===== src/rtl/out_port_buffer.sv =====
// Output-port byte FIFO between the CPU OUT instruction and an external consumer.
// First-word-fall-through storage; a READY/HOLD pacer forces idle cycles after each handshake.
module out_port_buffer #(
  parameter int DEPTH = 4,
  parameter int GAP   = 2
) (
  input  logic                     clk,
  input  logic                     rst,
  input  logic                     io_write,
  input  logic [7:0]               wdata,
  input  logic                     out_ready,
  output logic                     out_valid,
  output logic [7:0]               out_data,
  output logic                     full,
  output logic                     empty,
  output logic [$clog2(DEPTH):0]   count,
  output logic                     overflow,
  output logic                     drain_int
);

  localparam int AW = $clog2(DEPTH);
  localparam int CW = AW + 1;
  localparam logic [3:0] GAP_LOAD = (GAP > 0) ? 4'(GAP - 1) : 4'd0;

  typedef enum logic {READY, HOLD} state_t;

  state_t        state, state_next;
  logic [3:0]    gap_cnt, gap_cnt_next;
  logic [7:0]    mem [DEPTH];
  logic [AW-1:0] rd_ptr, wr_ptr;
  logic          push, pop;

  assign full  = (count == CW'(DEPTH));
  assign empty = (count == '0);

  // Handshake: a byte transfers in any cycle where out_valid and out_ready are both 1;
  // out_valid never drops without such a transfer, and out_data is zero while out_valid is 0.
  always_comb begin
    out_valid = (state == READY) && !empty;
    pop       = out_valid && out_ready;
    push      = io_write && (!full || pop);
    out_data  = out_valid ? mem[rd_ptr] : 8'h00;
  end

  always_comb begin
    state_next   = state;
    gap_cnt_next = gap_cnt;
    case (state)
      READY: begin
        if (pop && (GAP > 0)) begin
          state_next   = HOLD;
          gap_cnt_next = GAP_LOAD;
        end
      end
      HOLD: begin
        // Leave HOLD the cycle after the counter has reached zero.
        if (gap_cnt == 4'd0) state_next = READY;
        else                 gap_cnt_next = gap_cnt - 4'd1;
      end
      default: state_next = READY;
    endcase
  end

  always_ff @(posedge clk) begin
    if (rst) begin
      rd_ptr    <= '0;
      wr_ptr    <= '0;
      count     <= '0;
      state     <= READY;
      gap_cnt   <= 4'd0;
      overflow  <= 1'b0;
      drain_int <= 1'b0;
    end else begin
      if (push) wr_ptr <= wr_ptr + AW'(1);
      if (pop)  rd_ptr <= rd_ptr + AW'(1);
      case ({push, pop})
        2'b10:   count <= count + CW'(1);
        2'b01:   count <= count - CW'(1);
        default: count <= count;
      endcase
      state     <= state_next;
      gap_cnt   <= gap_cnt_next;
      overflow  <= overflow | (io_write & full & ~pop);
      drain_int <= pop & ~push & (count == CW'(1));
    end
  end

  // Storage needs no reset: entries are only visible through out_data while non-empty.
  always_ff @(posedge clk) begin
    if (!rst && push) mem[wr_ptr] <= wdata;
  end

endmodule


===== config.mk =====
export PLATFORM = sky130hd
export DESIGN_NAME = out_port_buffer
export DESIGN_NICKNAME = d
export VERILOG_FILES = /design/src/rtl/out_port_buffer.sv
export SDC_FILE = /design/constraint.sdc
export NUM_CORES = 1
export LEC_CHECK = 0
export BUFFER_PORTS_ARGS = -buffer_cell sky130_fd_sc_hd__buf_4
export CAP_MARGIN = 20
export CORE_MARGIN = 1
export CORE_UTILIZATION = 45
export DETAILED_ROUTE_END_ITERATION = 16
export PLACE_DENSITY = 0.64
export SYNTH_ARGS = -nofsm -noshare
export SYNTH_HDL_FRONTEND = slang
export SYNTH_SLANG_ARGS = --single-unit

===== constraint.sdc =====
create_clock -name clk -period 3.7 [get_ports clk]
set_input_delay 1.11 -clock clk [delete_from_list [all_inputs] [get_ports clk]]
set_output_delay 1.11 -clock clk [all_outputs]
set_load 0.02 [all_outputs]

==> flow_summary.ini <==
[worst_hold_path]
worstHoldStart = overflow
hold_path_class = flop to flop
worst_hold_path.endpoint = overflow
min_path_cells = 2

[cts]
clock-sinks = 48
clock-root-buffer = clkbuf_8
cts_tree = yes
numCtsBuffers = 5
clkLatencyLatePin_ps = 300
clk_pin_slew_ps = 90
cts_resized = 0
clk_path_buf_depth = 2
cts_max_level = 2
hold_buffers = 0
postCtsSetupRepairBufs = 0

[setup_path]
crit_path_top_delay_cell = dfxtp_1
cpPeakStageDelay_ps = 650
r2r_slack_ps = 1560
crit_fanout = 8
r2r_cells = 7
endpoint_kind = output port
crit_required_ps = 2590
worstPathCellList = mux4_2 > and3_1 > buf_4
critPathArrivalTime_ps = 1880
reg2reg_to = count[1]
critPathLaunchType = flop
r2r-start = count[0]
worstSetupPathType = flop to output port

[outcome]
outcome = finished, final reports clean

[sta]
postLayoutSetupSlackWorst_ps = 711
rsz0062_at_grt = no
skew_ps = 4.47
tns_ps = 0
worst-slew-pin-transition_ps = 511
period_share_pct = 80.8
fmax_mhz = 335
setup_viol = 0
final_max_slew_viol_count = 0
final-hold-violation-count = 0
max-slew-margin-rel_pct = 65.9
holdWs_ps = 498
min_period_ps = 2990

[yosys]
ys.flop_type = edfxtp_1
seq_area_frac_synth_pct = 61.3
synth_cell_types = 32
synthArstFlopShare_pct = 0
synth_edf_count = 32
syn-cell-area_mm2 = 0.00209
synthCells = 151
synth_seq_cells = 48
synth_area_per_cell_um2 = 13.8
synth-warning-count = 0
syn-num-nets = 172

[route]
dr_wl_met2_um = 1520
wirelength_um = 3670
met3_length_um = 190
drtIter0Drc = 71
dr_total_vias = 1236
wl_per_cell_um = 15.8
via_per_inst = 5.33
drc = 0
top_layer = met4
dr.pass1.iters = 4
drt-met1-wl_um = 1840
antenna_left = 0

[power_and_ir_drop]
totalPowerFinal_uw = 1700
peakVddDrop_uv = 271
power.density_mw_per_mm2 = 702
p_leak_uw = 0.000941

[finish]
fin_area_mm2 = 0.00242
syn2layout_area_growth_pct = 15.6
final_nets = 200
nFillCells = 372
final_layout_size_suffix_gt1_share_pct = 25.0
antenna_cells = 0

[placed_design]
port_buffers = 27
gp_congestion = 0.703
dpl.hpwl_um = 2690
dpl_cell_area_mm2 = 0.00233
pre_cts_ws_ps = 811

[die]
io_pins = 28
fp.dieH_um = 70.2
initial_core_util_pct = 47.4
core_mm2 = 0.00441
die_x_um = 70.2
die-area_mm2 = 0.00492
rows = 24

[global_route]
overflow = 0
grt_usage_pct = 16.6
antenna_found_initial = 0
grt_pass1_wl_um = 6100
grt_pass1_vias = 1252
grt_max_degree = 18

[job]
cap_violations = 0
==> stage by stage <==
| stage | std cells | utilization, % |
|---|---|---|
| 6_report | 232 | 54.8 |
| 5_1_grt | 232 | 54.8 |
| 4_1_cts | 232 | 54.8 |
| 3_5_place_dp | 224 | 52.9 |
| 3_3_place_gp | 224 | 52.9 |
| 2_1_floorplan | 151 | - |
==> final cells by class <==
class / count / area, um^2 / area share (%)
Sequential cell: 48 / 1280 / 53.0
Inverter: 9 / 33.8 / 1.40
Timing Repair Buffer: 27 / 203 / 8.39
Multi-Input combinational cell: 88 / 751 / 31.1
Tap cell: 52 / 65.1 / 2.69
Clock inverter: 2 / 11.3 / 0.466
Clock buffer: 6 / 72.6 / 3.00
==> layout by cell type (no fill, tap or decap), types with 4 or more instances in the layout <==
master / synthesis / layout
nand2b_1: 4 / 4
xnor2_1: 4 / 4
ha_1: 9 / 9
edfxtp_1: 32 / 32
inv_1: 8 / 8
clkbuf_8: 0 / 5
buf_4: 0 / 27
nor2_1: 15 / 15
nand3_1: 5 / 5
and3_1: 10 / 10
mux4_2: 8 / 8
and2_1: 4 / 4
dfxtp_1: 16 / 16
==> report_power, final <==
| group | total [uW] | internal (uW) | switching, uW | leakage, uW |
|---|---|---|---|---|
| Sequential | 705 | 633 | 72.3 | 0.000421 |
| Combinational | 691 | 316 | 374 | 0.000481 |
| Clock | 301 | 131 | 170 | 0.0000388 |
| Total | 1700 | 1080 | 616 | 0.000941 |
==> synth_stat cells (all sizes together), types with 3 or more instances <==
cell / n / area share, %
edfxtp: 32 / 46
dfxtp: 16 / 15
nor2: 15 / 2.7
and3: 10 / 3.0
ha: 9 / 5.4
inv: 9 / 1.6
mux4: 8 / 8.6
nand3: 5 / 1.2
and2: 4 / 1.2
clkbuf: 4 / 0.72
nand2b: 4 / 1.2
xnor2: 4 / 1.7
a21oi: 3 / 0.72
nand2: 3 / 0.54
nor3: 3 / 0.72
xor2: 3 / 1.3
==> registers in the layout, indices dropped and copies added, names as in the netlist, named ones only <==
register / cells
count: 3
gap_cnt: 4
mem: 32
rd_ptr: 2
overflow: 1
drain_int: 1
state: 1
wr_ptr: 2
==> critical path, delay by kind of cell, from the launching register on <==
kind                   cells  cell delay (ps)
buffers and inverters      1              150
flip-flops                 1              650
multiplexers               1              580
AND/OR/NAND/NOR            1              200
==> how the worst max path moves through the flow <==
stage | start | endpoint | slack [ps]
finish | flop | out_data[1] | 710
global route | flop | out_data[1] | 570
CTS | flop | out_data[1] | 670
detailed placement | out_ready | mem[0][6] | 810
global placement | out_ready | mem[0][0] | 890
floorplan | count[0] | out_data[0] | 1100
==> cell families (layout without fill, tap and decap cells) <==
logic type | count (synthesis) | after routing | share of synthesized area, %
flops | 48 | 48 | 61.3
compound gates | 11 | 11 | 4.25
buf+inv | 15 | 44 | 2.81
mux | 10 | 10 | 9.58
simple gates | 51 | 51 | 13.8
xor+xnor | 7 | 7 | 2.93
fa+ha+maj | 9 | 9 | 5.39
==> metal layers <==
layer	vias to the layer above	GRT usage, %
li1	603	-
met1	585	24.1
met2	37	22.5
met3	11	3.75
met4	0	9.78
met5	-	0
No activity file was read; power rests on OpenSTA's default activity.
